**config.mk**
```make
export PLATFORM = sky130hd
export DESIGN_NAME = trap_ctrl
export DESIGN_NICKNAME = d
export VERILOG_FILES = /design/src/rtl/trap_ctrl.sv
export SDC_FILE = /design/constraint.sdc
export NUM_CORES = 1
export LEC_CHECK = 0
export CAP_MARGIN = 20
export CORE_MARGIN = 1.5
export CORE_UTILIZATION = 50
export CTS_CLUSTER_DIAMETER = 50
export DETAILED_ROUTE_END_ITERATION = 8
export PLACE_DENSITY = 0.77
export REMOVE_ABC_BUFFERS = 1
export SETUP_SLACK_MARGIN = 0.2
export SLEW_MARGIN = 10
export SYNTH_ARGS = -nofsm -noshare
export SYNTH_HDL_FRONTEND = slang
export SYNTH_SLANG_ARGS = --single-unit
```
**constraint.sdc**
```tcl
create_clock -name clk -period 4.4 [get_ports clk]
set_input_delay 1.1 -clock clk [delete_from_list [all_inputs] [get_ports clk]]
set_output_delay 1.1 -clock clk [all_outputs]
set_load 0.01 [all_outputs]
```
**src/rtl/trap_ctrl.sv**
```systemverilog
// trap_ctrl: machine-mode trap/interrupt controller with mstatus/mtvec/mepc/mcause and registered PC redirect.
// Define OV_TRAP_EN to let checked signed add/sub overflow raise a synchronous exception.
module trap_ctrl #(
    parameter logic [31:0] VEC_BASE    = 32'h0000_0008,
    parameter int          SYNC_STAGES = 2
) (
    input  logic        clk,
    input  logic        clrn,
    input  logic [31:0] pc,
    input  logic        inst_valid,
    input  logic        ov,
    input  logic        ov_chk,
    input  logic        ill,
    input  logic        ecall,
    input  logic        mret,
    input  logic        ext_irq,
    input  logic        csr_we,
    input  logic [1:0]  csr_addr,
    input  logic [31:0] csr_wdata,
    output logic [31:0] csr_rdata,
    output logic        cancel,
    output logic        redirect,
    output logic [31:0] redirect_pc
);
    typedef enum logic {RUN, REDIR} state_t;
    state_t state;
    logic [SYNC_STAGES-1:0] sync_q;
    logic mie, mpie;
    logic [31:0] mtvec, mepc, mcause, cause;
    logic irq_s, ov_exc, trap, do_mret, wr;
`ifdef OV_TRAP_EN
    assign ov_exc = ov_chk & ov;
`else
    logic unused_ov;
    assign unused_ov = ov & ov_chk;
    assign ov_exc = 1'b0;
`endif
    assign irq_s = sync_q[SYNC_STAGES-1];
    always_comb begin
        trap      = (state == RUN) & inst_valid & (ill | ecall | ov_exc | (irq_s & mie));
        cause     = ill ? 32'h2 : ecall ? 32'hB : ov_exc ? 32'h18 : 32'h8000_000B;
        do_mret   = (state == RUN) & inst_valid & mret & ~trap;
        cancel    = (state == REDIR) | trap;
        wr        = csr_we & inst_valid & ~cancel & ~do_mret;
        csr_rdata = csr_addr == 2'd0 ? {24'd0, mpie, 3'd0, mie, 3'd0} :
                    csr_addr == 2'd1 ? mtvec :
                    csr_addr == 2'd2 ? mepc : mcause;
    end
    always_ff @(posedge clk or negedge clrn) begin
        if (!clrn) begin
            state       <= RUN;
            sync_q      <= '0;
            mie         <= 1'b0;
            mpie        <= 1'b0;
            mtvec       <= VEC_BASE;
            mepc        <= '0;
            mcause      <= '0;
            redirect    <= 1'b0;
            redirect_pc <= '0;
        end else begin
            sync_q <= {sync_q[SYNC_STAGES-2:0], ext_irq};
            if (state == REDIR) begin
                state    <= RUN;
                redirect <= 1'b0;
            end else if (trap) begin
                mepc        <= pc;
                mcause      <= cause;
                mpie        <= mie;
                mie         <= 1'b0;
                redirect_pc <= mtvec;
                redirect    <= 1'b1;
                state       <= REDIR;
            end else if (do_mret) begin
                mie         <= mpie;
                mpie        <= 1'b1;
                redirect_pc <= mepc;
                redirect    <= 1'b1;
                state       <= REDIR;
            end else if (wr) begin
                // only MIE/MPIE exist in mstatus; mtvec stays word aligned
                if (csr_addr == 2'd0) begin
                    mie  <= csr_wdata[3];
                    mpie <= csr_wdata[7];
                end
                if (csr_addr == 2'd1) mtvec <= {csr_wdata[31:2], 2'b00};
                if (csr_addr == 2'd2) mepc <= csr_wdata;
                if (csr_addr == 2'd3) mcause <= csr_wdata;
            end
        end
    end
endmodule

```
==> out/results.ini <==
[die]
die_area_mm2=0.01372
chipHeight_um=117.1
rows=41
coreArea_mm2=0.01267
io_pins=142
die_w_um=117.1
initial_utilization_pct=51.40

[clocking]
cts_post_setup_buffers_inserted=0
htreeDepth=4
numCtsBuffers=17
tritoncts=done
clk_latency_ns=0.43
cts_hold_buf=0
cts_buffer_depth=2
cts-resized-gates=0
cts.clk_slew.worst_paths_ns=0.05
cts_sinks=132
cts-root-buf=clkbuf_16

[sta]
fin_crit_ns=3.889
maxSlewViolCount=0
rsz0062_at_grt=no
fin_tns_setup_ns=0
finalHoldViolCount=0
period_share_pct=88.40
finalClockSkew_ns=0.01412
worstMarginPinSlew_ns=1.022
relSlewSlack_pct=31.76
fmax_mhz=257.1
setup_viol=0

[layout]
n_fill_cell=980
final_nets=805
final_common_cell=clkdlybuf4s50_1
final_cell_mix=135 x clkdlybuf4s50_1, 131 x dfrtp_1, 92 x nand3_1
area_delta_synth_final_pct=31.99
drive_gt1_share_pct=12.86
diodes=0
stdcell_count=911

[synthesis]
synth_cells=614
synth_top_flop_cell=dfrtp_1
ys_async_sr_fraction_pct=100.0
synth.distinct_cells=41
synthTopCellsByArea=dfrtp_1 50%, a22o_1 7.5%, nand3_1 7.1%
yosys.area.top_type=dfrtp_1
synth-seq-cells=132
synth-edff-count=0
yosysWarningCount=0
synth.avg_cell_area_um2=10.61
ys_seq_area_share_pct=50.74
synthesis.area_mm2=0.006512
synth.top_cell.area_share_pct=50.34

[routing]
dr.pass1.iters=6
vias=5875
wl_um=20110
remaining_drc_errors=0
postRouteAntennaNets=0
drt_iter0_markers=566
wl_per_cell_um=22.07
vias_per_cell=6.449

[grt]
grt_pass1_vias=6023
grt_start_max_net_pins=90
grt-ovfl-total=0
grt_usage_pct=30.60
antenna_found_initial=0
grt_pass1_wl_um=31450

[critical_path]
max_stage_delay_ns=0.48
cpMaxStageDelayCell=clkdlybuf4s50_1
r2r_cells=5
crit-reg2reg-launch=mie
startpoint_type=input pin
cp.arrival_ns=2.79
critPathCaptureType=output pin
critPathBufInv=3
critPathKind=input pin to output pin
path_cells=buf_2 > buf_4 > mux2_2 > a22o_1 > clkdlybuf4s50_1
path_delay_family=buffers and inverters
r2r_end=mepc[14]
rrSetupSlack_ns=2.05
cp_data_required_time_ns=3.30
crit_path_max_fanout=17

[flow_run]
cap_violations=0

[placement]
gp_congestion=0.8714
dp.cells=882
dpl.hpwl_um=12120
port_buffers=139

[hold_path]
hold_end=sync_q[1]
whs_path_depth=0
min-delay-start=sync_q[0]
worstHoldPathType=register to register

[power_and_ir_drop]
powerDensity_mw_per_mm2=401.3
p_leak_nw=3.810
ir_drop_mv=0.2816

[run_status]
outcome=completed

[per-stage QoR]
stage / hold slack, ns / worst slack [ns] / cell area (um2) / util (%) / power, W
CTS: 0.3483 / 0.5405 / 8596 / 67.84 / 0.003456
finish: 0.3479 / 0.5105 / 8596 / 67.84 / 0.003450
detailed placement: 0.3363 / 0.5441 / 8059 / 63.60 / 0.002156
global placement: 0.3345 / 0.5345 / 8059 / 63.60 / 0.002128
global route: 0.3576 / 0.4521 / 8596 / 67.84 / 0.003592
floorplan: 0.3312 / -3.855 / 6225 / - / 0.001759
[cell usage after synthesis (2+ instances only)]
cell       instances
dfrtp_1          131
nor4bb_1           2
nand2b_1           2
a21oi_1            5
buf_2             11
nand4b_1           2
mux4_2             2
nor2_1             2
o211ai_1          32
inv_1             36
nor2b_1            4
a21o_1             2
o21a_1             2
buf_6              3
nand3_1           92
a22o_1            56
mux2_1            30
o21ai_0           34
mux2_2            28
nand4_1           62
o2bb2ai_1          3
clkbuf_1          42
mux2i_1            2
a32o_1             2
buf_1             11
[sequential cells by signal, summed over array words and instances (netlist names)]
signal,flops
mtvec,30
mcause,32
redirect_pc,32
mepc,32
mpie,1
redirect,1
state,1
mie,1
sync_q,2
[worst max path at each step]
stage / start / end / slack (ns) / depth (start not counted)
2_1_floorplan: inst_valid / mcause[10] / -3.86 / 3
3_3_place_gp: csr_addr[1] / csr_rdata[29] / 0.53 / 5
3_5_place_dp: csr_addr[1] / csr_rdata[21] / 0.54 / 5
4_1_cts: csr_addr[1] / csr_rdata[21] / 0.54 / 5
5_1_grt: csr_addr[1] / csr_rdata[29] / 0.45 / 5
6_report: csr_addr[1] / csr_rdata[29] / 0.51 / 5
[where the power goes]
group          total (W)  internal (W)  switching, W
registers        0.00147       0.00136      0.000110
logic           0.000675      0.000337      0.000338
clock network    0.00130      0.000794      0.000509
total            0.00345       0.00249      0.000957
[layer usage]
metal	part of all wire, %	GRT usage [%]	vias up
met4	3.3	16.31	0
met5	0	0	-
li1	-	-	2554
met2	48	48.34	328
met3	7.9	6.488	63
met1	41	39.88	2930
[layout make-up]
type	count	area, um2	share of cell area [%]
clock buffers	24	511.7	5.953
clock inverters	5	25.02	0.2911
inverters	36	135.1	1.572
multi-input cells	379	2834	32.97
flip-flops and latches	132	3304	38.44
well taps	172	215.2	2.504
repair buffers	163	1570	18.27
[cells by family after synthesis]
| kind of cell | count (synthesis) | share of synthesized area (%) |
|---|---|---|
| compound gates | 145 | 16.68 |
| mux | 62 | 11.03 |
| buf+inv | 103 | 6.494 |
| simple gates | 172 | 15.06 |
| flops | 132 | 50.74 |
(Power assumes the default switching activity.)
